### config.mk
export PLATFORM = sky130hd
export DESIGN_NAME = fft64_peak_detect
export DESIGN_NICKNAME = d
export VERILOG_FILES = /design/src/rtl/fft64_pkg.sv /design/src/rtl/fft64_cmag2.sv /design/src/rtl/fft64_peak_detect.sv
export SDC_FILE = /design/constraint.sdc
export NUM_CORES = 1
export LEC_CHECK = 0
export CORE_MARGIN = 2
export CORE_UTILIZATION = 45
export DETAILED_ROUTE_END_ITERATION = 10
export GPL_ROUTABILITY_DRIVEN = 0
export SYNTH_ARGS = -nofsm -noshare
export SYNTH_HDL_FRONTEND = slang
export SYNTH_SLANG_ARGS = --single-unit
### constraint.sdc
create_clock -name CLK -period 3.2 [get_ports CLK]
set_clock_uncertainty 0.15 [all_clocks]
set_input_delay 0.64 -clock CLK [delete_from_list [all_inputs] [get_ports CLK]]
set_output_delay 0.64 -clock CLK [all_outputs]
set_load 0.05 [all_outputs]
### src/rtl/fft64_pkg.sv
// Shared constants and types for the fft64 spectrum-analysis slice.
// Widths follow the fft64 output format (11-bit signed bins, 64 per frame).
package fft64_pkg;

   localparam int FFT_N  = 64;
   localparam int FFT_DW = 11;
   localparam int FFT_IW = 6;
   localparam int PWR_W  = 2*FFT_DW;
   localparam int EN_W   = PWR_W+FFT_IW;

   typedef logic signed [FFT_DW-1:0] sample_t;
   typedef logic [PWR_W-1:0]         pwr_t;
   typedef logic [EN_W-1:0]          en_t;

endpackage

### src/rtl/fft64_cmag2.sv
// Registered squared magnitude of one complex bin.
// Carries the bin index and valid alongside the power, latency 1.
module fft64_cmag2
   import fft64_pkg::*;
#(
   parameter  int DW = FFT_DW,
   parameter  int IW = FFT_IW,
   localparam int PW = 2*DW
) (
   input  logic                 CLK,
   input  logic                 RST,
   input  logic                 valid_i,
   input  logic signed [DW-1:0] xr,
   input  logic signed [DW-1:0] xi,
   input  logic [IW-1:0]        idx_i,
   output logic [PW-1:0]        pwr_o,
   output logic                 valid_o,
   output logic [IW-1:0]        idx_o
);

   logic signed [PW-1:0] xr_w;
   logic signed [PW-1:0] xi_w;
   logic [PW-1:0]        pwr_d;

   assign xr_w  = {{DW{xr[DW-1]}}, xr};
   assign xi_w  = {{DW{xi[DW-1]}}, xi};
   // (-2^(DW-1))^2 * 2 = 2^(2DW-1): the top bit is a magnitude bit here
   assign pwr_d = xr_w*xr_w + xi_w*xi_w;

   // stage-1 register: power, index and valid move together
   always_ff @(posedge CLK or negedge RST) begin
      if (!RST) begin
         valid_o <= 1'b0;
         pwr_o   <= '0;
         idx_o   <= '0;
      end else begin
         valid_o <= valid_i;
         if (valid_i) begin
            pwr_o <= pwr_d;
            idx_o <= idx_i;
         end
      end
   end

endmodule

### src/rtl/fft64_peak_detect.sv
// Per-frame peak bin, peak power and total energy of the fft64 stream.
// FFT_PEAK_THRESH_EN adds a count of bins whose power exceeds thresh.
module fft64_peak_detect
   import fft64_pkg::*;
#(
   parameter  int DW    = FFT_DW,
   parameter  int NBINS = FFT_N,
   parameter  int IW    = FFT_IW,
   localparam int PW    = 2*DW,
   localparam int EW    = PW+IW
) (
   input  logic                 CLK,
   input  logic                 RST,
   input  logic                 valid_i,
   input  logic signed [DW-1:0] xr,
   input  logic signed [DW-1:0] xi,
   input  logic [PW-1:0]        thresh,
   output logic                 peak_valid,
   output logic [IW-1:0]        peak_idx,
   output logic [PW-1:0]        peak_pwr,
   output logic [EW-1:0]        frame_energy,
   output logic [IW:0]          above_cnt
);

   localparam logic [IW-1:0] LAST = IW'(NBINS-1);

   logic [IW-1:0] bin_cnt;
   logic [PW-1:0] s1_pwr;
   logic          s1_valid;
   logic [IW-1:0] s1_idx;
   logic          s1_first;

   logic [PW-1:0] run_max;
   logic [IW-1:0] run_idx;
   logic [EW-1:0] run_en;
   logic          s2_last;

   logic [PW-1:0] nxt_max;
   logic [IW-1:0] nxt_idx;
   logic [EW-1:0] nxt_en;

   // arrival-order bin numbering; gaps simply hold the count
   always_ff @(posedge CLK or negedge RST) begin
      if (!RST)
         bin_cnt <= '0;
      else if (valid_i)
         bin_cnt <= bin_cnt + 1'b1;
   end

   fft64_cmag2 #(
      .DW (DW),
      .IW (IW)
   ) u_cmag2 (
      .CLK     (CLK),
      .RST     (RST),
      .valid_i (valid_i),
      .xr      (xr),
      .xi      (xi),
      .idx_i   (bin_cnt),
      .pwr_o   (s1_pwr),
      .valid_o (s1_valid),
      .idx_o   (s1_idx)
   );

   assign s1_first = (s1_idx == '0);

   // bin 0 restarts the frame; later bins replace only on strictly greater
   always_comb begin
      nxt_max = run_max;
      nxt_idx = run_idx;
      nxt_en  = run_en;
      unique case (1'b1)
         s1_first: begin
            nxt_max = s1_pwr;
            nxt_idx = '0;
            nxt_en  = EW'(s1_pwr);
         end
         default: begin
            if (s1_pwr > run_max) begin
               nxt_max = s1_pwr;
               nxt_idx = s1_idx;
            end
            nxt_en = run_en + EW'(s1_pwr);
         end
      endcase
   end

   // stage-2 running state plus a flag marking the frame's final bin
   always_ff @(posedge CLK or negedge RST) begin
      if (!RST) begin
         run_max <= '0;
         run_idx <= '0;
         run_en  <= '0;
         s2_last <= 1'b0;
      end else begin
         s2_last <= s1_valid && (s1_idx == LAST);
         if (s1_valid) begin
            run_max <= nxt_max;
            run_idx <= nxt_idx;
            run_en  <= nxt_en;
         end
      end
   end

   // result registers hold until the next frame completes
   always_ff @(posedge CLK or negedge RST) begin
      if (!RST) begin
         peak_valid   <= 1'b0;
         peak_idx     <= '0;
         peak_pwr     <= '0;
         frame_energy <= '0;
      end else begin
         peak_valid <= s2_last;
         if (s2_last) begin
            peak_idx     <= run_idx;
            peak_pwr     <= run_max;
            frame_energy <= run_en;
         end
      end
   end

`ifdef FFT_PEAK_THRESH_EN
   logic [PW-1:0] s1_thr;
   logic          s1_hit;
   logic [IW:0]   run_ac;
   logic [IW:0]   nxt_ac;

   assign s1_hit = (s1_pwr > s1_thr);

   // thresh travels with its bin so the compare uses the same-cycle value
   always_ff @(posedge CLK or negedge RST) begin
      if (!RST)
         s1_thr <= '0;
      else if (valid_i)
         s1_thr <= thresh;
   end

   // bin 0 restarts the count
   always_comb begin
      nxt_ac = run_ac + (IW+1)'(s1_hit);
      if (s1_first)
         nxt_ac = (IW+1)'(s1_hit);
   end

   // running count and its copy at frame end
   always_ff @(posedge CLK or negedge RST) begin
      if (!RST) begin
         run_ac    <= '0;
         above_cnt <= '0;
      end else begin
         if (s1_valid)
            run_ac <= nxt_ac;
         if (s2_last)
            above_cnt <= run_ac;
      end
   end
`else
   logic unused_thresh;

   assign unused_thresh = ^thresh;
   assign above_cnt     = '0;
`endif

endmodule

==> results.yml, run 1 <==
synthesis:
  synthTopCellsByArea: "fa_1 (30%), dfrtp_1 (23%), ha_1 (9.9%)"
  yosysTopAreaCell: "fa_1"
  ys_seq_area_frac: 0.232
  synth_top_area_share: 0.296
  synth.avg_cell_area_um2: 10.2
  synth-seq-cells: 149
  synth_edf_count: 0
  async_reset_ff_frac: 1.00
  synth_area_um2: 16000
  syn-instance-count: 1570
  synth_cell_types: 60
  synth_top_flop_cell: "dfrtp_1"
  ys_warn_count: 0
timing:
  final_max_slew_viol_count: 0
  finalCriticalPeriod_ns: 6.43
  worst_pin_slew_ns: 0.711
  max_freq_ghz: 0.155
  slew_headroom: 0.526
  fin_crit_sh: 2.01
  rsz0062_at_grt: "yes"
  fin_ws_ns: -3.23
  finalSetupViolCount: 18
  hold_violations: 0
worst_setup_path:
  ff2ff_setup_slack_ns: 0.16
  critPathLaunchType: "input port"
  cpMostUsedCell: "fa_1"
  crit_slowest_cell: "fa_1"
  startpoint: "xi[10]"
  r2r_cells: 12
  crit_fanout: 7
  slowest_delay_ns: 0.56
  r2r_start: "u_cmag2.pwr_o[0]"
  crit_chain: "buf_12 > buf_12 > nand2_8 > inv_6 > buf_6 > fa_1 > inv_1 > fa_1 > inv_2 > fa_1 > fa_1 > fa_1 > fa_1 > inv_2 > fa_1 > inv_2 > ha_4 > or3_4 > o211ai_2 > o211ai_2 > or4_1 > a31oi_1 > xnor2_1 > mux2_4"
  endpoint_kind: "flop"
  regToRegEndpoint: "run_en[24]"
  cp.arrival_ns: 6.59
  path_class: "in -> reg"
  cp-endpoint: "u_cmag2.pwr_o[21]"
  required_ns: 3.36
finish:
  layout_common_cells: "inv_1 (329), fa_1 (227), buf_4 (159)"
  drive_gt1_frac: 0.294
  stdcell_count: 2297
  final_common_cell: "inv_1"
  num_antenna_cells: 0
  nets: 2236
  area_growth_pct: 27.2
outcome:
  failed_checks: "negative setup slack"
  status: "finished with violations"
routing:
  dr_total_vias: 11100
  drc: 0
  first_pass_iters: 4
  first_iter_violations: 303
  wl_per_cell_um: 14.9
  routed_wl_um: 34200
  postRouteAntennaNets: 0
  via_per_inst: 4.85
clock_tree:
  cts-root-buf: "clkbuf_16"
  clock-sinks: 149
  cts_hold_buffers: 0
  cts_buffer_depth: 2
  path_clk_slew_ns: 0.06
  clock_insertion_delay_worst_skew_ns: 0.43
  cts_tree: "yes"
  cts_buffers: 17
  h-tree-depth: 4
flow_run:
  cap_viol_max_count: 0
placed_design:
  numPortBuffers: 81
  placedCellCount: 2239
  dp_hpwl_um: 28100
  place_ws_ns: -4.17
worst_hold_path:
  hold_path.class: "in -> async"
global_route:
  track_usage: 0.195
  grt_pass1_vias: 12000
  grt_max_degree: 66
  grt_overflow_total: 0
  grt_first_pass_wirelength_um: 57700
  antenna_found_initial: 0
die:
  dieArea_um2: 37200
  die-height_um: 193
  core-area_um2: 35300
  ioPinCount: 111
  initial_core_util: 0.454
  num_rows: 69
  chipWidth_um: 193
stage by stage:
step	instance area (um^2)	setup TNS, ns	util	hold slack (ns)
3_5_place_dp	18900	-63.23	0.534	0.331
4_1_cts	20100	-45.85	0.570	0.0710
3_3_place_gp	18900	-62.09	0.534	0.311
2_1_floorplan	16500	-46.90	-	0.194
6_report	20400	-44.89	0.578	0.0606
5_1_grt	20400	-48.02	0.578	0.107
synthesized netlist by cell type (5+ instances only):
master	number
ha_1	127
a31oi_1	12
xnor2_1	43
xor2_1	14
and2_1	50
nand2b_1	11
clkbuf_1	35
buf_1	8
dfrtp_1	149
a211oi_1	6
inv_1	376
o21a_1	9
nand4_1	8
and3_1	5
nor2b_1	30
a21oi_1	53
a21o_1	15
or3_1	6
mux2_2	104
nor2_1	56
nor3_1	11
fa_1	237
o21ai_0	28
nand2_1	90
nand3_1	13
buf_4	9
mux2i_1	8
layout make-up:
cell class / instances / area, um^2
clock inverter: 12 / 204
fill: 3044 / 14900
inverter: 376 / 1430
timing repair buffer: 282 / 2590
multi-input combinational: 999 / 11400
sequential: 149 / 3730
clock buffer: 18 / 439
tap: 461 / 577
critical path, delay by kind of cell:
kind / cells / cell delay (ns)
xor gates and xnor gates: 1 / 0.08
adders and majority gates: 8 / 3.76
buffers and inverters: 8 / 0.59
AOI/OAI and AO/OA: 3 / 0.38
muxes: 1 / 0.25
and+or+nand+nor: 3 / 0.87
routing by layer:
layer	routed length (um)	track usage	vias to the layer above	share of wire
met2	17000	0.344	131	0.50
met3	565	0.0144	37	0.017
met5	0	0	-	0
met1	15900	0.260	5586	0.47
li1	-	-	5386	-
met4	653	0.0540	0	0.019
kinds of logic (layout without fill, tap and decap cells):
logic type / after synthesis / in the layout / share of synthesized area
flops: 149 / 149 / 0.232
simple gates: 297 / 297 / 0.0927
buf+inv: 428 / 688 / 0.102
other cells: 1 / 7 / 0.000234
xor+xnor: 57 / 57 / 0.0311
mux: 113 / 113 / 0.0789
fa+ha+maj: 364 / 364 / 0.395
compound gates: 161 / 161 / 0.0675
how the worst min path moves through the flow:
stage                          start          end  slack [ns]  depth (start not counted)
after floorplan                  RST   bin_cnt[0]        0.19                          0
after global placement    bin_cnt[5]   bin_cnt[5]        0.31                          1
after detailed placement  bin_cnt[5]   bin_cnt[5]        0.33                          1
after CTS                        RST  peak_pwr[8]        0.07                          1
after global routing             RST  peak_pwr[8]        0.11                          1
final                            RST    run_en[6]        0.06                          1
registers in the layout, summed over array words and instances (netlist names):
register         flops
peak_pwr            22
peak_valid           1
s2_last              1
u_cmag2.idx_o        6
bin_cnt              6
peak_idx             6
run_en              28
run_max             22
u_cmag2.pwr_o       22
u_cmag2.valid_o      1
run_idx              6
frame_energy        28
timing repair:
action | in CTS | in global routing
gates cloned | 2 | 0
endpoints found under the setup margin | 19 | 47
buffers inserted | 31 | 11
pin swaps | 84 | 58
resized for setup | 219 | 104
Power of run 1 is left out: the tool's default activity adds up to more than one toggle a clock period on the data nets, which glitch-free logic cannot reach.
==> run 2: changes to the inputs <==
--- a/config.mk
+++ b/config.mk
@@ -9,6 +9,7 @@
 export CORE_UTILIZATION = 45
 export DETAILED_ROUTE_END_ITERATION = 10
 export GPL_ROUTABILITY_DRIVEN = 0
+export HOLD_SLACK_MARGIN = 0.06
 export SYNTH_ARGS = -nofsm -noshare
 export SYNTH_HDL_FRONTEND = slang
 export SYNTH_SLANG_ARGS = --single-unit
==> results of run 2 <==
Same layout as run 1: the final DEF is identical, and so are final timing and power.
Power of run 2 is left out for the same reason.
==> run 3: changes to the inputs <==
--- a/config.mk
+++ b/config.mk
@@ -6,10 +6,11 @@
 export NUM_CORES = 1
 export LEC_CHECK = 0
 export CORE_MARGIN = 2
-export CORE_UTILIZATION = 45
+export CORE_UTILIZATION = 56
 export DETAILED_ROUTE_END_ITERATION = 10
 export GPL_ROUTABILITY_DRIVEN = 0
 export HOLD_SLACK_MARGIN = 0.06
+export PLACE_DENSITY = 0.76
 export SYNTH_ARGS = -nofsm -noshare
 export SYNTH_HDL_FRONTEND = slang
 export SYNTH_SLANG_ARGS = --single-unit
==> run 3 against run 2 <==
Highest routed layer unchanged. Count of clock-buffer cells in the layout is 1 higher. Final area is 0.47% lower. First-iteration DRC count is 79% higher. Global-route usage is 5.0 points higher. The run still ends with negative setup slack left. Sequential cell count stayed put. Hold slack better by 0.038 ns. Final cell count is 3.7% lower. Sequential share of layout area is 0.086 points higher. Non-clock buffer count is 3 lower. Register-to-register slack worse by 0.03 ns. Maximum frequency is 0.44% lower.
==> results.yml, run 3 (same netlist as run 1, synthesis figures left out) <==
routing:
  wl_per_cell_um: 16.2
  routed_wl_um: 35800
  postRouteAntennaNets: 0
  first_pass_iters: 5
  dr_total_vias: 11500
  first_iter_violations: 543
  via_per_inst: 5.18
  drc: 0
worst_setup_path:
  cp.arrival_ns: 6.61
  endpoint_kind: "flop"
  crit_fanout: 6
  r2r_start: "run_en[0]"
  critPathLaunchType: "input port"
  required_ns: 3.35
  path_class: "in -> reg"
  r2r_cells: 13
  regToRegEndpoint: "run_en[20]"
  ff2ff_setup_slack_ns: 0.13
flow_run:
  cap_viol_max_count: 0
worst_hold_path:
  hold_path.class: "in -> async"
clock_tree:
  cts_buffers: 17
  h-tree-depth: 4
  cts_hold_buffers: 0
  cts_tree: "yes"
  clock-sinks: 149
  path_clk_slew_ns: 0.07
  clock_insertion_delay_worst_skew_ns: 0.43
  cts-root-buf: "clkbuf_16"
  cts_buffer_depth: 2
timing:
  finalCriticalPeriod_ns: 6.46
  slew_headroom: 0.495
  final_max_slew_viol_count: 0
  rsz0062_at_grt: "yes"
  finalSetupViolCount: 18
  hold_violations: 0
  fin_crit_sh: 2.02
  tns_ns: -45.24
  max_freq_ghz: 0.155
  worst_pin_slew_ns: 0.757
  fin_ws_ns: -3.26
global_route:
  grt_first_pass_wirelength_um: 60000
  track_usage: 0.246
  antenna_found_initial: 0
  grt_overflow_total: 0
  grt_max_degree: 85
  grt_pass1_vias: 12600
finish:
  drive_gt1_frac: 0.297
  area_growth_pct: 26.6
  num_antenna_cells: 0
  layout_common_cells: "inv_1 (330), fa_1 (221), buf_4 (157)"
  layout.area.seq_um2: 3730
  reg.largest.list: "frame_energy x28, run_en x28"
  final_common_cell: "inv_1"
  nFillCells: 1916
  nets: 2233
  multi_input_comb_area_um2: 11500
outcome:
  status: "finished with violations"
  failed_checks: "negative setup slack"
placed_design:
  numPortBuffers: 81
  dp_hpwl_um: 28100
die:
  initial_core_util: 0.573
  die-height_um: 173
  dieArea_um2: 30000
  core-area_um2: 28000
  num_rows: 61
  chipWidth_um: 173
  ioPinCount: 111
[run 3: cell types whose count changed in the layout (fill, tap and decap cells not counted), sizes merged]
cell,delta
buf,-3
bufinv,-5
clkbuf,+1
clkinv,+1
inv,+5
[run 3: how the worst max path moves through the flow]
| stage | cells after the start | start | endpoint | slack (ns) |
|---|---|---|---|---|
| after floorplan | 22 | xr[10] | u_cmag2.pwr_o[21] | -3.41 |
| after global placement | 25 | xr[7] | u_cmag2.pwr_o[21] | -4.06 |
| after detailed placement | 25 | xr[7] | u_cmag2.pwr_o[21] | -4.21 |
| after CTS | 22 | xi[10] | u_cmag2.pwr_o[21] | -3.25 |
| after global routing | 23 | xi[10] | u_cmag2.pwr_o[21] | -3.44 |
| final | 24 | xi[10] | u_cmag2.pwr_o[19] | -3.26 |
[run 3: repair_timing]
item                                    in CTS  in global routing
endpoints found under the setup margin      18                 27
gates cloned                                 1                  0
setup buffers                               25                  9
gates resized for setup                    261                 80
pin swaps                                  119                 83
[run 3: area by class of cell]
cell class / instances / share of cell area
multi-input combinational: 999 / 0.568
sequential: 149 / 0.184
timing repair buffer: 279 / 0.127
inverter: 376 / 0.0701
tap: 378 / 0.0233
clock buffer: 19 / 0.0218
clock inverter: 13 / 0.00555
[run 3: through the flow]
stage	cell area, um^2	hold slack, ns	utilization	cells	setup slack, ns
6_report	20300	0.0990	0.725	2213	-3.26
3_5_place_dp	18800	0.336	0.671	2161	-4.21
2_1_floorplan	16500	0.194	-	1576	-3.41
3_3_place_gp	18800	0.311	0.671	2161	-4.06
4_1_cts	20000	0.132	0.715	2212	-3.25
5_1_grt	20300	0.155	0.725	2213	-3.44
[run 3: routing by layer]
layer	track usage	wire, um
met4	0.0614	688
met1	0.309	14800
met2	0.449	18900
met3	0.0338	1360
met5	0	0
[run 3: critical path, cell delays in order]
cell and delay [ns]:
buf_12 0.11, buf_12 0.14, buf_6 0.12, nor2b_4 0.12, fa_1 0.50, fa_1 0.58
fa_1 0.45, fa_1 0.55, fa_1 0.46, fa_1 0.53, inv_2 0.04, fa_1 0.54
inv_2 0.04, ha_4 0.29, nand3_4 0.08, or2_4 0.23, o2111ai_2 0.18, o211ai_2 0.14
o211ai_2 0.19, buf_4 0.14, o21a_1 0.12, nor2_1 0.05, xnor2_1 0.12, mux2_4 0.25
Power of run 3 is left out for the same reason.
